--- src/rtl/lsu.sv ---
// lsu: single-outstanding load/store unit with alignment
// checks, byte-lane steering and a bounded read wait.
module lsu #(
  parameter int MEM_LATENCY_MAX = 16
) (
  input  logic        clk,
  input  logic        rst_n,
  input  logic        req_valid,
  output logic        req_ready,
  input  logic        req_we,
  input  logic [31:0] req_addr,
  input  logic [1:0]  req_size,
  input  logic        req_unsigned,
  input  logic [31:0] req_wdata,
  output logic        rsp_valid,
  output logic [31:0] rsp_rdata,
  output logic        rsp_err,
  output logic        mem_valid,
  input  logic        mem_ready,
  output logic        mem_we,
  output logic [31:0] mem_addr,
  output logic [3:0]  mem_be,
  output logic [31:0] mem_wdata,
  input  logic        mem_rvalid,
  input  logic [31:0] mem_rdata
);

  localparam int CW = $clog2(MEM_LATENCY_MAX) + 1;

  typedef enum logic [1:0] {
    IDLE, MEM_REQ, MEM_WAIT, RESP
  } state_t;

  state_t        state, state_d;
  logic [CW-1:0] cnt, cnt_d;
  logic [31:0]   addr_q, wdata_q;
  logic [1:0]    size_q;
  logic          we_q, uns_q;
  logic          accept;

  logic          req_ready_d, rsp_valid_d, rsp_err_d;
  logic [31:0]   rsp_rdata_d;
  logic          mem_valid_d, mem_we_d;
  logic [31:0]   mem_addr_d, mem_wdata_d;
  logic [3:0]    mem_be_d;

  function automatic logic misaligned(
    input logic [1:0] a,
    input logic [1:0] sz
  );
    logic m;
    unique case (sz)
      2'b00:   m = 1'b0;
      2'b01:   m = a[0];
      2'b10:   m = (a != 2'b00);
      default: m = 1'b1;
    endcase
    return m;
  endfunction

  function automatic logic [3:0] lane_be(
    input logic [1:0] a,
    input logic [1:0] sz
  );
    logic [3:0] be;
    unique case (sz)
      2'b00:   be = 4'b0001 << a;
      2'b01:   be = 4'b0011 << a;
      default: be = 4'b1111;
    endcase
    return be;
  endfunction

  function automatic logic [31:0] fmt_wdata(
    input logic [31:0] d,
    input logic [1:0]  sz
  );
    logic [31:0] w;
    unique case (sz)
      2'b00:   w = {4{d[7:0]}};
      2'b01:   w = {2{d[15:0]}};
      default: w = d;
    endcase
    return w;
  endfunction

  function automatic logic [31:0] ext_rdata(
    input logic [31:0] d,
    input logic [1:0]  a,
    input logic [1:0]  sz,
    input logic        uns
  );
    logic [31:0] lane;
    logic [31:0] r;
    lane = d >> {a, 3'b000};
    unique case (sz)
      2'b00:   r = {{24{~uns & lane[7]}}, lane[7:0]};
      2'b01:   r = {{16{~uns & lane[15]}}, lane[15:0]};
      default: r = lane;
    endcase
    return r;
  endfunction

  assign accept = req_valid & req_ready;

  always_comb begin
    state_d     = state;
    cnt_d       = cnt;
    req_ready_d = 1'b0;
    rsp_valid_d = 1'b0;
    rsp_err_d   = 1'b0;
    rsp_rdata_d = '0;
    mem_valid_d = 1'b0;
    mem_we_d    = 1'b0;
    mem_addr_d  = '0;
    mem_be_d    = '0;
    mem_wdata_d = '0;
    unique case (state)
      IDLE: begin
        if (!accept) begin
          req_ready_d = 1'b1;
        end else if (misaligned(req_addr[1:0], req_size)) begin
          state_d     = RESP;
          rsp_valid_d = 1'b1;
          rsp_err_d   = 1'b1;
        end else begin
          state_d     = MEM_REQ;
          mem_valid_d = 1'b1;
          mem_we_d    = req_we;
          mem_addr_d  = {req_addr[31:2], 2'b00};
          mem_be_d    = lane_be(req_addr[1:0], req_size);
          if (req_we)
            mem_wdata_d = fmt_wdata(req_wdata, req_size);
        end
      end
      MEM_REQ: begin
        if (mem_ready) begin
          if (we_q) begin
            state_d     = RESP;
            rsp_valid_d = 1'b1;
          end else begin
            state_d = MEM_WAIT;
            cnt_d   = '0;
          end
        end else begin
          // Rebuild from the captured request so the bus holds steady.
          mem_valid_d = 1'b1;
          mem_we_d    = we_q;
          mem_addr_d  = {addr_q[31:2], 2'b00};
          mem_be_d    = lane_be(addr_q[1:0], size_q);
          if (we_q)
            mem_wdata_d = fmt_wdata(wdata_q, size_q);
        end
      end
      MEM_WAIT: begin
        if (mem_rvalid) begin
          state_d     = RESP;
          rsp_valid_d = 1'b1;
          rsp_rdata_d = ext_rdata(mem_rdata, addr_q[1:0],
                                  size_q, uns_q);
        end else if (cnt == CW'(MEM_LATENCY_MAX - 1)) begin
          state_d     = RESP;
          rsp_valid_d = 1'b1;
          rsp_err_d   = 1'b1;
        end else begin
          cnt_d = cnt + 1'b1;
        end
      end
      RESP: begin
        state_d     = IDLE;
        req_ready_d = 1'b1;
      end
    endcase
  end

  always_ff @(posedge clk or negedge rst_n) begin
    if (!rst_n) begin
      state     <= IDLE;
      cnt       <= '0;
      addr_q    <= '0;
      wdata_q   <= '0;
      size_q    <= '0;
      we_q      <= 1'b0;
      uns_q     <= 1'b0;
      req_ready <= 1'b0;
      rsp_valid <= 1'b0;
      rsp_err   <= 1'b0;
      rsp_rdata <= '0;
      mem_valid <= 1'b0;
      mem_we    <= 1'b0;
      mem_addr  <= '0;
      mem_be    <= '0;
      mem_wdata <= '0;
    end else begin
      state     <= state_d;
      cnt       <= cnt_d;
      req_ready <= req_ready_d;
      rsp_valid <= rsp_valid_d;
      rsp_err   <= rsp_err_d;
      rsp_rdata <= rsp_rdata_d;
      mem_valid <= mem_valid_d;
      mem_we    <= mem_we_d;
      mem_addr  <= mem_addr_d;
      mem_be    <= mem_be_d;
      mem_wdata <= mem_wdata_d;
      if (accept) begin
        addr_q  <= req_addr;
        wdata_q <= req_wdata;
        size_q  <= req_size;
        we_q    <= req_we;
        uns_q   <= req_unsigned;
      end
    end
  end

endmodule
--- config.mk ---
export PLATFORM = sky130hd
export DESIGN_NAME = lsu
export DESIGN_NICKNAME = d
export VERILOG_FILES = /design/src/rtl/lsu.sv
export SDC_FILE = /design/constraint.sdc
export NUM_CORES = 1
export LEC_CHECK = 0
export CAP_MARGIN = 20
export CORE_ASPECT_RATIO = 1.1
export CORE_MARGIN = 2
export CORE_UTILIZATION = 53
export DETAILED_ROUTE_END_ITERATION = 8
export PLACE_DENSITY = 0.86
export SYNTH_ARGS = -nofsm -noshare
export SYNTH_HDL_FRONTEND = slang
export SYNTH_SLANG_ARGS = --single-unit
--- constraint.sdc ---
create_clock -name clk -period 3.7 [get_ports clk]
set_input_delay 0.555 -clock clk [delete_from_list [all_inputs] [get_ports clk]]
set_output_delay 0.555 -clock clk [all_outputs]
set_load 0.01 [all_outputs]
==> flow_summary.yaml <==
layout:
  final_area_um2: 10700
  layout-drive-gt1-share_pct: 15.3
  post-route-util_pct: 73.4
  diodes: 0
  n_fill_cell: 962
  nNetsFinal: 906
  area_growth_pct: 34.8
global_routing:
  grt_overflow: 0
  grt_pass1_vias: 6338
  grt_antenna_before_repair: 0
  grt_util_all_layers_pct: 26.5
  grt_max_degree: 73
  grt_pass1_wl_um: 33200
power:
  vdd_drop_max_mv: 0.392
  power_uw: 7270
  leakagePower_uw: 0.00466
  powerDensity_nw_per_um2: 683
outcome:
  outcome: "complete, no violations"
logic_synthesis:
  yosysWarnings: 0
  synth_top_area_share_pct: 56.4
  synth_area_per_cell_um2: 13.0
  ys_types: 65
  yosysSeqAreaShare_pct: 56.4
  synthesis.area_um2: 7900
  ys_top_cells_by_area: "dfrtp_1 56%, mux2_2 9.8%, mux2i_1 7.3%"
  synth_common_cells: "178 x dfrtp_1, 69 x mux2_2, 58 x mux2i_1"
  yosysTopAreaCell: "dfrtp_1"
  synth_seq_cells: 178
  ys.flop_type: "dfrtp_1"
  synthCells: 607
  postSynth.asyncResetShare_pct: 100
  synth_edf_count: 0
  yosysMostFrequentCell: "dfrtp_1"
worst_setup_path:
  cp.required_ns: 3.96
  crit_path_max_fanout: 17
  endpoint_kind: "flop"
  path_class: "in -> reg"
  worstSetupStartpointType: "primary input"
  arrival_ns: 2.75
placed_design:
  gp_congestion: 0.851
  preCtsSetupSlack_ns: 0.843
  placed_area_um2: 10100
  port_buffers: 207
  hpwl_um: 13600
die:
  initial_core_util_pct: 54.5
  die-area_um2: 15900
  die_h_um: 132
  die_w_um: 120
  rows: 46
  ioPinCount: 210
  core_um2: 14500
sta:
  fin_skew_ns: 0.0113
  finalSetupViolCount: 0
  fin_crit_sh_pct: 67.3
  period_minus_slack_ns: 2.49
  fmax_ghz: 0.401
  fin_ws_ns: 1.21
  grt_setup_unrepaired: "no"
  setup-tns-final_ns: 0
  worst_pin_slew_ns: 1.00
  hold_violations: 0
  relSlewSlack_pct: 33.2
  final_max_slew_viol_count: 0
clocking:
  ctsHoldBuffers: 0
  clock_sinks: 178
  ctsLongestPathBuffers: 2
  cts_buffers: 17
  clk_latency_ns: 0.43
  post_cts_buffers: 0
  cts_tree: "built"
  clk_pin_slew_ns: 0.07
  cts-root-buf: "clkbuf_16"
  cts_resized: 0
  cts_htree_levels: 4
worst_hold_path:
  hp-class: "in -> async"
flow_run:
  maxCapViolations: 0
detailed_routing:
  drc: 0
  viasPerCell: 5.97
  drt-wirelength-per-cell_um: 20.5
  vias: 5966
  routed_wl_um: 20500
  drtIter0Drc: 514
  drtPass1Iterations: 5
  detail-route-antenna-nets: 0
[state kept, by name (all words and copies together), names as in the netlist, 2 cells and up]
register,cells
addr_q,32
state,2
wdata_q,32
mem_be,4
rsp_rdata,32
cnt,5
size_q,2
mem_addr,30
mem_wdata,32
[cells in the final DEF, fill, tap and decap left out, types with 11 or more instances in the layout]
master | synthesis | layout
dfrtp_1 | 178 | 178
nand2_1 | 23 | 22
o21ai_0 | 18 | 18
mux2_2 | 69 | 69
clkdlybuf4s50_1 | 0 | 206
a211oi_1 | 16 | 16
mux2i_1 | 58 | 58
o22ai_1 | 25 | 25
a22o_1 | 46 | 46
nor2b_1 | 12 | 11
clkbuf_16 | 0 | 17
[area by class of cell]
type	count	area, um^2	share of cell area, %
inverter	7	26.3	0.247
multi-input combinational	376	3190	29.9
clock inverter	11	128	1.20
timing repair buffer	215	2150	20.1
tap	192	240	2.26
clock buffer	21	470	4.42
sequential	178	4450	41.8
[through the flow]
step | hold slack (ns) | cells
6_report | 0.123 | 1000
2_1_floorplan | 0.259 | 608
3_3_place_gp | 0.473 | 968
5_1_grt | 0.185 | 1000
3_5_place_dp | 0.484 | 968
4_1_cts | 0.148 | 1000
[metal layers]
layer	wire length [um]	part of all wire, %	track usage [%]
met5	0	0	0
met4	510	2.5	10.1
met3	1390	6.8	6.06
met2	10200	50	43.8
met1	8360	41	34.0
[worst max-delay path: stages]
cell             delay, ns
clkdlybuf4s50_1       0.90
a21oi_1               0.24
o211ai_2              0.80
o22ai_1               0.23
[logic make-up after synthesis]
family | Yosys count | synth area share (%)
buffers and inverters | 54 | 3.47
XOR/XNOR | 1 | 0.111
flip-flops | 178 | 56.4
other | 1 | 0.0475
adder cells (fa/ha/maj) | 6 | 0.950
AND/OR/NAND/NOR | 81 | 5.88
AO/OA/AOI/OAI | 151 | 14.7
multiplexers | 135 | 18.5
[where the power goes]
group          total [uW]  internal, uW  switching, uW
clock                1810          1050            760
combinational        2460          1320           1150
sequential           3000          2540            458
total                7270          4910           2370
[path summary, 6_finish.rpt]
| kind | startpoint | to | slack [ns] | depth (start not counted) |
|---|---|---|---|---|
| worst max-delay path | req_size[0] | mem_wdata[22]$_DFF_PN0_ | 1.21 | 4 |
| worst min-delay path | rst_n | addr_q[17]$_DFFE_PN0P_ | 0.12 | 1 |
| worst max register to register | size_q[0]$_DFFE_PN0P_ | rsp_rdata[19]$_DFF_PN0_ | 1.47 | 3 |
| worst min register to register | addr_q[4]$_DFFE_PN0P_ | mem_addr[4]$_DFF_PN0_ | 0.50 | 1 |
| max in group asynchronous | rst_n | rsp_rdata[6]$_DFF_PN0_ | 2.62 | 2 |
| min in group clk | addr_q[4]$_DFFE_PN0P_ | mem_addr[4]$_DFF_PN0_ | 0.50 | 1 |
Power figures use the tool's default switching activity.
